===== src/rtl/spi_flash_responder_pkg.sv =====
// Shared definitions for the SPI flash responder: the opcodes it answers,
// the FSM state encoding and the filler byte used after the JEDEC ID.
package spi_flash_responder_pkg;

    localparam logic [7:0] CMD_READ  = 8'h03;
    localparam logic [7:0] CMD_RDSR  = 8'h05;
    localparam logic [7:0] CMD_JEDEC = 8'h9F;
    localparam logic [7:0] CMD_WAKE  = 8'hAB;
    localparam logic [7:0] FILL_BYTE = 8'hFF;

    typedef enum logic [2:0] {
        ST_IDLE,
        ST_CMD,
        ST_ADDR,
        ST_ID,
        ST_STAT,
        ST_DATA,
        ST_IGNORE
    } state_e;

    // States in which the responder owns the spi_so pad.
    function automatic logic drives_so(input state_e s);
        return s inside {ST_ID, ST_STAT, ST_DATA};
    endfunction

endpackage


===== src/rtl/spi_pin_sync.sv =====
// Brings the raw SPI pins into the clk domain and derives SCK edges and the
// start-of-transfer event. Edges are suppressed while chip select is high.
module spi_pin_sync (
    input  logic clk,
    input  logic rst,
    input  logic sck_i,
    input  logic ss_i,
    input  logic si_i,
    output logic sck_rise_o,
    output logic sck_fall_o,
    output logic ss_active_o,
    output logic ss_start_o,
    output logic si_bit_o
);

    logic [1:0] sck_sync_q;
    logic       sck_dly_q;
    logic [1:0] ss_sync_q;
    logic [1:0] si_sync_q;
    // Marks the synchronisers as carrying real pin values (not reset values).
    logic [1:0] settle_q;
    // Set only once ss has genuinely been observed high on the pin, so a
    // transfer already running when reset releases is not picked up mid-way.
    logic       ss_high_q;

    // Two-flop synchronisers, SCK delay flop and settle tracking.
    always_ff @(posedge clk) begin
        // NOTE: flops are written with non-blocking assignments so every
        // stage samples the value from before this edge.
        if (rst) begin
            sck_sync_q <= 2'b00;
            sck_dly_q  <= 1'b0;
            ss_sync_q  <= 2'b11;
            si_sync_q  <= 2'b00;
            settle_q   <= 2'b00;
            ss_high_q  <= 1'b0;
        end else begin
            sck_sync_q <= {sck_sync_q[0], sck_i};
            sck_dly_q  <= sck_sync_q[1];
            ss_sync_q  <= {ss_sync_q[0], ss_i};
            si_sync_q  <= {si_sync_q[0], si_i};
            settle_q   <= {settle_q[0], 1'b1};
            ss_high_q  <= ss_sync_q[1] & settle_q[1];
        end
    end

    assign sck_rise_o  =  sck_sync_q[1] & ~sck_dly_q & ~ss_sync_q[1];
    assign sck_fall_o  = ~sck_sync_q[1] &  sck_dly_q & ~ss_sync_q[1];
    assign ss_active_o = ~ss_sync_q[1];
    assign ss_start_o  = ~ss_sync_q[1] & ss_high_q;
    assign si_bit_o    =  si_sync_q[1];

endmodule


===== src/rtl/spi_flash_responder.sv =====
// SPI mode-0 flash stand-in: answers JEDEC ID, status and sequential read
// from a byte-wide memory port, and flags wake-up. Fully oversampled in clk.
module spi_flash_responder
    import spi_flash_responder_pkg::*;
#(
    parameter int          ADDR_W   = 24,
    parameter logic [23:0] JEDEC_ID = 24'hEF4016,
    parameter logic [7:0]  STATUS   = 8'h00
) (
    input  logic              clk,
    input  logic              rst,
    input  logic              spi_sck,
    input  logic              spi_ss,
    input  logic              spi_si,
    output logic              spi_so,
    output logic              spi_so_oe,
    output logic              mem_rd,
    output logic [ADDR_W-1:0] mem_addr,
    input  logic [7:0]        mem_data,
    output logic              cmd_valid,
    output logic [7:0]        cmd,
    output logic              wake
);

    logic sck_rise, sck_fall, ss_active, ss_start, si_bit;

    spi_pin_sync u_pin_sync (
        .clk        (clk),
        .rst        (rst),
        .sck_i      (spi_sck),
        .ss_i       (spi_ss),
        .si_i       (spi_si),
        .sck_rise_o (sck_rise),
        .sck_fall_o (sck_fall),
        .ss_active_o(ss_active),
        .ss_start_o (ss_start),
        .si_bit_o   (si_bit)
    );

    state_e            state_q, state_d;
    logic [2:0]        bit_cnt_q, bit_cnt_d;
    logic [7:0]        rx_sr_q, rx_sr_d;
    logic [7:0]        tx_sr_q, tx_sr_d;
    logic              so_q, so_d;
    logic [15:0]       addr_hi_q, addr_hi_d;
    logic [1:0]        addr_cnt_q, addr_cnt_d;
    logic [1:0]        id_idx_q, id_idx_d;
    logic [7:0]        cmd_q, cmd_d;
    logic              cmd_valid_q, cmd_valid_d;
    logic              wake_q, wake_d;
    logic              mem_rd_q, mem_rd_d;
    logic [ADDR_W-1:0] mem_addr_q, mem_addr_d;
    logic              load_q, load_d;

    logic [7:0]  rx_byte;
    logic        byte_done;
    logic [23:0] full_addr;

    assign rx_byte   = {rx_sr_q[6:0], si_bit};
    assign byte_done = sck_rise & (bit_cnt_q == 3'd7);
    assign full_addr = {addr_hi_q, rx_byte};

    // State and datapath registers.
    always_ff @(posedge clk) begin
        if (rst) begin
            state_q     <= ST_IDLE;
            bit_cnt_q   <= '0;
            rx_sr_q     <= '0;
            tx_sr_q     <= '0;
            so_q        <= 1'b0;
            addr_hi_q   <= '0;
            addr_cnt_q  <= '0;
            id_idx_q    <= '0;
            cmd_q       <= '0;
            cmd_valid_q <= 1'b0;
            wake_q      <= 1'b0;
            mem_rd_q    <= 1'b0;
            mem_addr_q  <= '0;
            load_q      <= 1'b0;
        end else begin
            state_q     <= state_d;
            bit_cnt_q   <= bit_cnt_d;
            rx_sr_q     <= rx_sr_d;
            tx_sr_q     <= tx_sr_d;
            so_q        <= so_d;
            addr_hi_q   <= addr_hi_d;
            addr_cnt_q  <= addr_cnt_d;
            id_idx_q    <= id_idx_d;
            cmd_q       <= cmd_d;
            cmd_valid_q <= cmd_valid_d;
            wake_q      <= wake_d;
            mem_rd_q    <= mem_rd_d;
            mem_addr_q  <= mem_addr_d;
            load_q      <= load_d;
        end
    end

    // Bit shifting, command decode and response sequencing.
    always_comb begin
        // NOTE: every variable gets a default first, so no path leaves one
        // unassigned and no latch is inferred.
        state_d     = state_q;
        bit_cnt_d   = bit_cnt_q;
        rx_sr_d     = rx_sr_q;
        tx_sr_d     = tx_sr_q;
        so_d        = so_q;
        addr_hi_d   = addr_hi_q;
        addr_cnt_d  = addr_cnt_q;
        id_idx_d    = id_idx_q;
        cmd_d       = cmd_q;
        cmd_valid_d = 1'b0;
        wake_d      = 1'b0;
        mem_rd_d    = 1'b0;
        mem_addr_d  = mem_addr_q;
        load_d      = mem_rd_q;

        if (sck_rise) begin
            rx_sr_d   = rx_byte;
            bit_cnt_d = bit_cnt_q + 3'd1;
        end
        if (sck_fall) begin
            so_d    = tx_sr_q[7];
            tx_sr_d = {tx_sr_q[6:0], 1'b0};
        end
        // Memory data arrives one clk after the strobe; it wins over a shift.
        if (load_q) begin
            tx_sr_d = mem_data;
        end

        case (state_q)
            ST_IDLE: begin
                bit_cnt_d = '0;
                tx_sr_d   = '0;
                so_d      = 1'b0;
                if (ss_start) state_d = ST_CMD;
            end
            ST_CMD: begin
                if (byte_done) begin
                    cmd_d       = rx_byte;
                    cmd_valid_d = 1'b1;
                    case (rx_byte)
                        CMD_JEDEC: begin
                            state_d  = ST_ID;
                            tx_sr_d  = JEDEC_ID[23:16];
                            id_idx_d = '0;
                        end
                        CMD_RDSR: begin
                            state_d = ST_STAT;
                            tx_sr_d = STATUS;
                        end
                        CMD_READ: begin
                            state_d    = ST_ADDR;
                            addr_cnt_d = '0;
                        end
                        CMD_WAKE: begin
                            wake_d  = 1'b1;
                            state_d = ST_IGNORE;
                        end
                        default: state_d = ST_IGNORE;
                    endcase
                end
            end
            ST_ADDR: begin
                if (byte_done) begin
                    addr_hi_d  = {addr_hi_q[7:0], rx_byte};
                    addr_cnt_d = addr_cnt_q + 2'd1;
                    if (addr_cnt_q == 2'd2) begin
                        mem_addr_d = full_addr[ADDR_W-1:0];
                        mem_rd_d   = 1'b1;
                        state_d    = ST_DATA;
                    end
                end
            end
            ST_ID: begin
                if (byte_done) begin
                    case (id_idx_q)
                        2'd0:    tx_sr_d = JEDEC_ID[15:8];
                        2'd1:    tx_sr_d = JEDEC_ID[7:0];
                        default: tx_sr_d = FILL_BYTE;
                    endcase
                    if (id_idx_q != 2'd2) id_idx_d = id_idx_q + 2'd1;
                end
            end
            ST_STAT: begin
                if (byte_done) tx_sr_d = STATUS;
            end
            ST_DATA: begin
                // Prefetch the next byte; the address wraps naturally.
                if (byte_done) begin
                    mem_addr_d = mem_addr_q + {{(ADDR_W-1){1'b0}}, 1'b1};
                    mem_rd_d   = 1'b1;
                end
            end
            ST_IGNORE: begin
            end
            default: state_d = ST_IDLE;
        endcase

        // Deselect aborts everything; edges are already masked while ss is
        // high, so a byte landing in the same clk never completes.
        if (state_q != ST_IDLE && !ss_active) begin
            state_d   = ST_IDLE;
            bit_cnt_d = '0;
        end
    end

    assign spi_so_oe = drives_so(state_q);
    assign spi_so    = spi_so_oe & so_q;
    assign mem_rd    = mem_rd_q;
    assign mem_addr  = mem_addr_q;
    assign cmd_valid = cmd_valid_q;
    assign cmd       = cmd_q;
    assign wake      = wake_q;

endmodule


===== config.mk =====
export PLATFORM = sky130hd
export DESIGN_NAME = spi_flash_responder
export DESIGN_NICKNAME = d
export VERILOG_FILES = /design/src/rtl/spi_flash_responder_pkg.sv /design/src/rtl/spi_pin_sync.sv /design/src/rtl/spi_flash_responder.sv
export SDC_FILE = /design/constraint.sdc
export NUM_CORES = 1
export LEC_CHECK = 0
export ABC_AREA = 1
export ABC_CLOCK_PERIOD_IN_PS = 4400
export BUFFER_PORTS_ARGS = -buffer_cell sky130_fd_sc_hd__buf_2
export CAP_MARGIN = 20
export CORE_MARGIN = 3
export CORE_UTILIZATION = 60
export CTS_CLUSTER_SIZE = 20
export DETAILED_ROUTE_END_ITERATION = 8
export GPL_ROUTABILITY_DRIVEN = 1
export PLACE_DENSITY = 0.91
export SLEW_MARGIN = 25
export SYNTH_ARGS = -nofsm -noshare
export SYNTH_HDL_FRONTEND = slang
export SYNTH_SLANG_ARGS = --single-unit

===== constraint.sdc =====
create_clock -name clk -period 4.4 [get_ports clk]
set_input_delay 0 -clock clk [delete_from_list [all_inputs] [get_ports clk]]
set_output_delay 0 -clock clk [all_outputs]
set_load 0.05 [all_outputs]

==> results of run 1 <==
==> repair_timing <==
item | in CTS | in global routing
endpoints found under the hold margin | 6 | 0
buffers inserted | 0 | 0
hold buffers | 6 | 0
==> Yosys cell counts, types with 2 or more instances <==
master	number	area share, %
a31oi_1	3	0.42
o21ai_1	6	0.67
nand3_4	3	1.2
nand3b_1	3	0.50
nand3_1	39	4.4
buf_4	2	0.33
nor2_1	107	9.0
nor2_4	6	1.5
inv_2	7	0.59
nand2_1	171	14
o21ai_0	63	7.0
nor3_1	8	0.89
o31ai_1	2	0.33
buf_2	7	0.78
nand2_2	2	0.28
nand4_1	6	0.84
a211oi_2	3	0.84
a21oi_1	57	6.4
o211ai_1	2	0.33
clkbuf_1	11	0.92
ha_1	7	2.0
dfxtp_1	88	39
or2_2	4	0.56
inv_1	48	4.0
buf_6	2	0.50
==> worst max-delay path: cells and delay by family, from the launching register on <==
kind	cells	cell delay [ps]
and+or+nand+nor	3	870
buffers and inverters	4	710
DFF	1	370
AOI/OAI and AO/OA	1	230
==> cells by family after synthesis <==
group	Yosys count	share of synthesized area, %
fa+ha+maj	7	1.95
xor+xnor	2	0.391
flops	88	39.3
buf+inv	78	7.23
simple gates	354	34.5
compound gates	140	16.7
==> state kept, by name (all words and copies together), names as in the netlist, 3 cells and up <==
signal     cells
addr_hi_q     16
bit_cnt_q      3
cmd            8
mem_addr      24
rx_sr_q        7
state_q        3
tx_sr_q        8
==> through the flow <==
stage	util (%)	setup slack, ps	area [um^2]	hold slack, ps
2_1_floorplan	-	2510	4480	104
4_1_cts	71.1	1880	4990	8.58
6_report	71.1	1870	4990	27.8
3_5_place_dp	67.5	2200	4740	192
3_3_place_gp	67.5	2330	4740	187
5_1_grt	71.1	1710	4990	65.3
==> power groups by stage <==
stage,Sequential [uW],Combinational (uW),Clock (uW)
finish,819,219,530
global route,820,244,572
CTS,819,213,544
detailed placement,838,205,0
global placement,837,200,0
floorplan,837,158,0
==> final cells by class <==
cell class	instances	area (um^2)
clock inverters	7	65.1
clock buffers	9	124
multi-input cells	503	2400
inverters	55	206
flip-flops and latches	88	1760
fillers	588	2030
repair buffers	56	313
well taps	96	120
==> how the worst min path moves through the flow <==
stage,startpoint,end,slack (ps),cells after the start
after floorplan,spi_ss,u_pin_sync.ss_sync_q[0],100,1
after global placement,spi_ss,u_pin_sync.ss_sync_q[0],190,2
after detailed placement,spi_ss,u_pin_sync.ss_sync_q[0],190,2
after CTS,mem_data[6],tx_sr_q[6],9,5
after global routing,mem_data[3],tx_sr_q[3],70,5
final,mem_data[6],tx_sr_q[6],30,5
==> metal layers <==
metal / global-route usage, % / routed length [um] / vias up
met5: 0 / 0 / -
met3: 4.71 / 939 / 22
li1: - / - / 2277
met1: 36.2 / 4960 / 2091
met4: 8.42 / 172 / 0
met2: 41.7 / 4990 / 200
==> summary.txt, run 1 <==
Critical path
  – Worst reg2reg setup slack: 2170 ps
  – Max incr delay on CP: 670 ps
  – Critical Path Source: state_q[1]
  – CP required: 4400 ps
  – CP Capture Point: spi_so
  – RR Startpoint: state_q[1]
  – CP Cell Sequence: inv_1 > nand2_1 > nor2_4 > inv_2 > o211ai_1 > nand2_1 > inv_1 > buf_2
  – Worst R2R Path Depth: 9
  – Worst Setup Start Kind: register
  – CP endpoint kind: primary output
  – Worst-path maximum fanout: 40
  – Reg-to-Reg End: mem_addr[12]
  – Critical path arrival: 2530 ps
  – WS Path Type: register to primary output
  – CP max-delay cell: nor2_4

Floorplan
  – Core ar.: 7020 um^2
  – Row cnt: 30
  – Initial core utilization: 63.9%
  – Die W: 92.5 um
  – Die Span Y: 92.5 um
  – Top-Level Pins: 50
  – Die area: 8550 um^2

Timing
  – Setup TNS: 0 ps
  – Tcrit/Tclk final: 57.5%
  – RSZ-0062 raised after global routing: false
  – Final worst path period need: 2530 ps
  – Layout Skew: 9.66 ps
  – Pins Over Slew Limit: 0
  – Max Freq: 396 MHz
  – Slew HR: 43.4%
  – Worst Tran Pin Value: 848 ps
  – Final hold viol count: 0
  – Final setup fails: 0

Clock network
  – Clk slew on worst S/H paths: 90 ps
  – Worst-Skew Late Latency: 360 ps
  – Post-cts sizing count: 0
  – Inserted Clock Buffers: 9
  – Clk sinks: 88
  – CTS root buf: clkbuf_8
  – CTS tree: done
  – H-tree Lvls: 3
  – Clock tree buffer depth: 2

Layout
  – Diode count: 0
  – Layout Nets: 733
  – Share of post-route cells with drive strength above 1: 13.1%
  – Area Growth Syn to Fin: 11.2%
  – Most common cell after layout, fill and taps aside: nand2_1
  – Highest-count cells in the layout ignoring fill and taps: nand2_1, nor2_1, dfxtp_1
  – Final non-filler cell total: 814

Place
  – Dpl cells: 792
  – Port bufs: 49
  – Gpl congestion: 0.950
  – Dpl hpwl: 7810 um

Power and ir drop
  – Logic pwr share: 14.0%
  – Sw Pwr: 478 uW
  – Power density cells: 314 nW/um^2
  – Leakage power: 0.00201 uW
  – Power, Total: 1570 uW
  – Peak supply drop: 0.226 mV
  – Switch share: 30.5%
  – Internal: 1090 uW
  – Clock network fraction of total power: 33.8%
  – Sequential Power Share: 52.2%

Yosys
  – Syn_nets: 689
  – Avg Inst Size Synth: 6.70 um^2
  – Post-synth EDFFs: 0
  – Yosys warns: 0
  – Yosys reg bits: 88
  – Top FF cell, synth: dfxtp_1
  – Post-Syn Instances: 669
  – Async SR Flop Fraction: 0%
  – Synth cell types: 37
  – Mapped Area: 4480 um^2
  – Sequential area share after synthesis: 39.3%

Global route
  – First-pass GRT wire length: 18500 um
  – GRT overflow: 0
  – Antenna violations before repair: 0
  – Vias in the first global route: 4056
  – Largest net degree at the start of global routing: 47
  – Overall routing resource usage: 26.3%

Status
  – Run status: finished, final reports clean

Drt
  – First drt pass iteration count: 5
  – Routed via count: 4590
  – Initial DRC count: 417
  – Final ANT Viol Nets: 0
  – WL final: 11100 um
  – Drt via density: 5.64
  – Wirelength per Cell: 13.6 um
  – # DRC: 0

Job
  – MaxCap Viol Count: 0

Min path
  – Hold Crit Class: input port to register
No activity file was read; power rests on OpenSTA's default activity.
==> run 2, diff against run 1 <==
--- a/config.mk
+++ b/config.mk
@@ -6,15 +6,15 @@
 export NUM_CORES = 1
 export LEC_CHECK = 0
 export ABC_AREA = 1
-export ABC_CLOCK_PERIOD_IN_PS = 4400
+export ABC_CLOCK_PERIOD_IN_PS = 2700
 export BUFFER_PORTS_ARGS = -buffer_cell sky130_fd_sc_hd__buf_2
 export CAP_MARGIN = 20
 export CORE_MARGIN = 3
-export CORE_UTILIZATION = 60
+export CORE_UTILIZATION = 59
 export CTS_CLUSTER_SIZE = 20
 export DETAILED_ROUTE_END_ITERATION = 8
 export GPL_ROUTABILITY_DRIVEN = 1
-export PLACE_DENSITY = 0.91
+export PLACE_DENSITY = 0.9
 export SLEW_MARGIN = 25
 export SYNTH_ARGS = -nofsm -noshare
 export SYNTH_HDL_FRONTEND = slang
==> constraint.sdc (replaced) <==
create_clock -name clk -period 2.7 [get_ports clk]
set_input_delay 0 -clock clk [delete_from_list [all_inputs] [get_ports clk]]
set_output_delay 0 -clock clk [all_outputs]
set_load 0.05 [all_outputs]
==> run 2 against run 1 <==
Compared with the run above:
- final cell count is 0.74% higher
- core utilization decreased by 2.0 points
- largest power group unchanged
- sequential share of layout area fell by 0.51 points
- design area is 1.5% higher
- global-route usage up 1.1 points
- setup slack got worse by 1400 ps
==> summary.txt, run 2 (same netlist as run 1, synthesis figures left out) <==
Critical path
  – CP required: 2700 ps
  – RR Startpoint: bit_cnt_q[0]
  – Worst-path maximum fanout: 39
  – CP max-delay cell: dfxtp_1
  – Worst Setup Start Kind: register
  – Critical path arrival: 2200 ps
  – Crit path buf inv count: 5
  – WS Path Type: register to primary output
  – CP Cell Sequence: inv_1 > nand2_1 > nor2_4 > buf_4 > inv_2 > o211ai_1 > nand2_1 > inv_1 > buf_2
  – Reg-to-Reg End: mem_addr[3]
  – Max incr delay on CP: 380 ps
  – Largest delay share family, worst path: buffers and inverters
  – CP endpoint kind: primary output
  – Worst R2R Path Depth: 9
  – Worst reg2reg setup slack: 730 ps

Power and ir drop
  – Leakage power: 0.00205 uW
  – Peak supply drop: 0.702 mV
  – Internal: 1970 uW
  – Switch share: 28.6%
  – Sequential Power Share: 48.4%
  – Logic pwr share: 12.8%
  – Clock network fraction of total power: 38.8%
  – Power density cells: 545 nW/um^2
  – Sw Pwr: 790 uW

Drt
  – WL final: 11600 um
  – # DRC: 0
  – First drt pass iteration count: 6
  – Routed via count: 4643
  – Drt via density: 5.66
  – Final ANT Viol Nets: 0
  – Initial DRC count: 407
  – Wirelength per Cell: 14.1 um

Global route
  – Largest net degree at the start of global routing: 44
  – GRT overflow: 0
  – Overall routing resource usage: 27.4%
  – Vias in the first global route: 4304
  – First-pass GRT wire length: 19200 um
  – Antenna violations before repair: 0

Layout
  – Area Growth Syn to Fin: 12.9%
  – Highest-count cells in the layout ignoring fill and taps: nand2_1, nor2_1, dfxtp_1
  – Diode count: 0
  – Largest register FFs: 24
  – Layout Nets: 736
  – Most common cell after layout, fill and taps aside: nand2_1
  – Share of post-route cells with drive strength above 1: 13.3%

Min path
  – Worst hold path startpoint: mem_data[3]
  – Hold Crit Class: input port to register
  – Hold depth: 5
  – Hold path endpoint: tx_sr_q[3]

Clock network
  – Post-CTS setup buffer count: 0
  – CTS Hold Bufs: 7
  – CTS tree: done
  – Post-cts sizing count: 0
  – Clk slew on worst S/H paths: 100 ps
  – Clk sinks: 88
  – H-tree Lvls: 3
  – CTS root buf: clkbuf_8
  – Worst-Skew Late Latency: 360 ps
  – Clock tree buffer depth: 2
  – Inserted Clock Buffers: 9

Timing
  – Pins Over Slew Limit: 0
  – Tcrit/Tclk final: 81.4%
  – Final worst path period need: 2200 ps
  – Final setup fails: 0
  – Layout Skew: 7.65 ps
  – Hold Slack: 14.4 ps
  – Final hold viol count: 0
  – Max Freq: 455 MHz
  – Setup TNS: 0 ps
  – Slew HR: 66.0%
  – Worst Tran Pin Value: 508 ps
  – RSZ-0062 raised after global routing: false

Floorplan
  – Die Span Y: 93.2 um
  – Die W: 93.2 um
  – Initial core utilization: 61.2%
  – Die area: 8680 um^2
  – Core ar.: 7330 um^2
  – Top-Level Pins: 50
  – Row cnt: 31

Place
  – Dpl hpwl: 7990 um
  – Port bufs: 49
  – Gpl congestion: 0.919

Status
  – Run status: finished, final reports clean

Job
  – MaxCap Viol Count: 0
run 2: tightest hold or removal path, cell delays in order:
cell	delay, ps
buf_2	80
nand2_1	40
o21ai_0	60
nand2_1	60
a21oi_1	100
run 2: metal layers:
layer	GRT usage [%]	up-vias	wire length, um	share of wire (%)
met3	6.60	35	1070	9.2
met5	0	-	0	0
met1	35.3	2100	4830	42
met2	44.2	236	5360	46
li1	-	2272	-	-
met4	10.7	0	301	2.6
run 2: metrics by stage:
step / total power, uW / setup slack, ps / utilization, % / cell area, um^2 / instances
final: 2760 / 503 / 69.0 / 5060 / 820
after global routing: 2880 / 268 / 69.0 / 5060 / 820
after CTS: 2760 / 511 / 69.0 / 5060 / 820
after detailed placement: 1700 / 773 / 64.9 / 4760 / 797
after global placement: 1690 / 841 / 64.9 / 4760 / 797
after floorplan: 1620 / 805 / - / 4480 / 669
run 2: final cells by class:
| class | instances | area, um^2 |
|---|---|---|
| Inverter | 55 | 206 |
| Sequential cell | 88 | 1760 |
| Fill cell | 628 | 2270 |
| Timing Repair Buffer | 59 | 338 |
| Clock inverter | 7 | 109 |
| Multi-Input combinational cell | 503 | 2400 |
| Tap cell | 99 | 124 |
| Clock buffer | 9 | 124 |
run 2: worst max path at each step:
stage / from / end / slack (ps) / depth (start not counted)
2_1_floorplan: mem_addr[0] / mem_addr[14] / 810 / 8
3_3_place_gp: bit_cnt_q[0] / mem_addr[3] / 840 / 9
3_5_place_dp: bit_cnt_q[0] / mem_addr[5] / 770 / 9
4_1_cts: state_q[2] / spi_so / 510 / 8
5_1_grt: state_q[1] / spi_so / 270 / 9
6_report: state_q[1] / spi_so / 500 / 9
run 2: power by group through the flow:
stage | combinational, uW | sequential [uW] | clock (uW)
finish | 352 | 1340 | 1070
global placement | 327 | 1360 | 0
CTS | 347 | 1340 | 1080
global route | 404 | 1340 | 1130
detailed placement | 336 | 1370 | 0
floorplan | 258 | 1360 | 0
==> run 3, diff against run 2 <==
--- a/config.mk
+++ b/config.mk
@@ -5,8 +5,8 @@
 export SDC_FILE = /design/constraint.sdc
 export NUM_CORES = 1
 export LEC_CHECK = 0
-export ABC_AREA = 1
-export ABC_CLOCK_PERIOD_IN_PS = 2700
+export ABC_AREA = 0
+export ABC_CLOCK_PERIOD_IN_PS = 2200
 export BUFFER_PORTS_ARGS = -buffer_cell sky130_fd_sc_hd__buf_2
 export CAP_MARGIN = 20
 export CORE_MARGIN = 3
==> constraint.sdc (replaced) <==
create_clock -name clk -period 2.2 [get_ports clk]
set_input_delay 0 -clock clk [delete_from_list [all_inputs] [get_ports clk]]
set_output_delay 0 -clock clk [all_outputs]
set_load 0.05 [all_outputs]
==> run 3 against run 2 <==
Compared with the run above:
- the flow now finishes with violations (negative hold slack)
- worst hold slack got worse by 20 ps
- via count decreased by 4.3%
- setup slack got worse by 380 ps
- combinational power decreased by 80%
- sequential share of layout area decreased by 0.50 points
==> summary.txt, run 3 <==
Global route
  – Largest net degree at the start of global routing: 50
  – Vias in the first global route: 4056
  – Overall routing resource usage: 27.3%
  – GRT overflow: 0
  – First-pass GRT wire length: 19100 um
  – Antenna violations before repair: 0

Timing
  – Layout Skew: 9.00 ps
  – Tcrit/Tclk final: 94.4%
  – Hold Slack: -5.16 ps
  – Final worst path period need: 2080 ps
  – Worst Tran Pin Value: 629 ps
  – Final setup fails: 0
  – Slew HR: 57.5%
  – Pins Over Slew Limit: 0
  – RSZ-0062 raised after global routing: false
  – Max Freq: 482 MHz
  – Setup TNS: 0 ps
  – Final hold viol count: 1

Place
  – Dpl hpwl: 8130 um
  – DP Area: 4860 um^2
  – Port bufs: 49
  – Dpl cells: 673
  – Gpl congestion: 0.918

Clock network
  – Inserted Clock Buffers: 9
  – Clock tree buffer depth: 2
  – H-tree Lvls: 3
  – CTS tree: done
  – Clk slew on worst S/H paths: 80 ps
  – CTS root buf: clkbuf_8
  – Worst-Skew Late Latency: 370 ps
  – Clk sinks: 88

Yosys
  – Top FF cell, synth: dfxtp_1
  – Avg Inst Size Synth: 8.37 um^2
  – Async SR Flop Fraction: 0%
  – Post-synth EDFFs: 0
  – Yosys reg bits: 88
  – Synth top cells by count: dfxtp_1, nand2_1, a21oi_1, nor2_1, o21ai_0
  – Most common cell in the netlist: dfxtp_1
  – Post-Syn Instances: 547
  – Yosys top cell by area: dfxtp_1
  – Area share of the largest cell type after synthesis: 38.5%
  – Top cells by area, synth: dfxtp_1, nand2_1, a21oi_1
  – Synth cell types: 67
  – Syn_nets: 567
  – Sequential area share after synthesis: 38.5%
  – Yosys warns: 0
  – Mapped Area: 4580 um^2

Floorplan
  – Core ar.: 7410 um^2
  – Initial core utilization: 61.8%
  – Die Span Y: 94.1 um
  – Die area: 8860 um^2
  – Row cnt: 31
  – Top-Level Pins: 50
  – Die W: 94.1 um

Critical path
  – Worst-path maximum fanout: 14
  – Worst R2R Path Depth: 6
  – WS Path Type: register to register
  – Worst reg2reg setup slack: 120 ps
  – Worst Setup Start Kind: register
  – CP required: 2500 ps
  – Critical path arrival: 2380 ps
  – RR Startpoint: bit_cnt_q[0]
  – CP endpoint kind: register
  – Reg-to-Reg End: id_idx_q[0]

Min path
  – Hold depth: 3
  – Worst hold path startpoint: mem_data[2]
  – Hold path endpoint: tx_sr_q[2]
  – Hold Crit Class: input port to register

Drt
  – Initial DRC count: 391
  – Wirelength per Cell: 16.8 um
  – Drt via density: 6.39
  – WL final: 11700 um
  – Routed via count: 4443
  – Final ANT Viol Nets: 0
  – First drt pass iteration count: 6
  – # DRC: 0

Power and ir drop
  – Power density cells: 545 nW/um^2
  – Peak supply drop: 0.335 mV
  – Leakage power: 0.00179 uW

Layout
  – Share of post-route cells with drive strength above 1: 18.6%
  – Final non-filler cell total: 695
  – Area Growth Syn to Fin: 12.2%
  – Largest register FFs: 24
  – Finished Cell Area: 5140 um^2
  – Diode count: 0
  – Layout Nets: 613
  – Most common cell after layout, fill and taps aside: dfxtp_1
  – Highest-count cells in the layout ignoring fill and taps: dfxtp_1, nand2_1, a21oi_1, buf_2, nor2_1

Status
  – Run status: finished with violations
  – Violated checks: negative hold slack

Job
  – MaxCap Viol Count: 0
## run 3: repair_timing
action,in CTS,in global routing
setup buffers,0,0
endpoints found under the setup margin,0,1
resized for setup,0,1
hold buffers,8,0
endpoints found under the hold margin,8,0
## run 3: how the worst max path moves through the flow
stage            startpoint       endpoint  slack [ps]
5_1_grt        bit_cnt_q[0]  addr_cnt_q[1]          30
3_3_place_gp   bit_cnt_q[0]    id_idx_q[0]         270
2_1_floorplan   mem_addr[1]   mem_addr[16]          20
6_report       bit_cnt_q[0]    id_idx_q[0]         120
4_1_cts        bit_cnt_q[0]    id_idx_q[0]         170
3_5_place_dp   bit_cnt_q[0]    id_idx_q[1]         200
## run 3: logic make-up (layout without fill, tap and decap cells)
group,after synthesis,after routing,synth area share (%)
mux,25,25,5.68
compound gates,140,140,19.8
xor+xnor,1,1,0.191
buf+inv,54,103,6.31
fa+ha+maj,7,7,1.91
simple gates,232,232,27.6
flops,88,88,38.5
## run 3: stage by stage
stage | power, uW | hold WS (ps) | util (%) | worst slack (ps)
after floorplan | 1680 | 104 | - | 19.6
after global placement | 1700 | 193 | 65.6 | 274
after detailed placement | 1700 | 200 | 65.6 | 197
after CTS | 2800 | 7.39 | 69.3 | 172
after global routing | 2870 | 12.8 | 69.4 | 28.5
final | 2800 | -5.16 | 69.4 | 124
## run 3: final cells by class
type | count | area, um^2
clock buffers | 11 | 151
clock inverters | 3 | 42.5
fillers | 613 | 2270
inverters | 13 | 48.8
multi-input cells | 405 | 2540
flip-flops and latches | 88 | 1760
well taps | 99 | 124
repair buffers | 76 | 468
## run 3: layer usage
| metal | vias to the layer above | track usage (%) | routed length [um] |
|---|---|---|---|
| li1 | 2100 | - | - |
| met1 | 2071 | 35.4 | 4900 |
| met2 | 229 | 44.2 | 5470 |
| met3 | 43 | 4.25 | 940 |
| met4 | 0 | 13.1 | 384 |
| met5 | - | 0 | 0 |
## run 3: worst max-delay path, cell delays in order (launching register included)
cell	delay [ps]
dfxtp_1	360
ha_1	150
ha_1	170
and4bb_2	460
nand2_1	210
or4_1	510
a21oi_1	140
## run 3: power by group
group          leakage, uW  switching [uW]  internal (uW)
clock network    0.0000973             549            572
registers         0.000711            6.66           1600
logic             0.000983            40.4           30.6
total              0.00179             596           2200
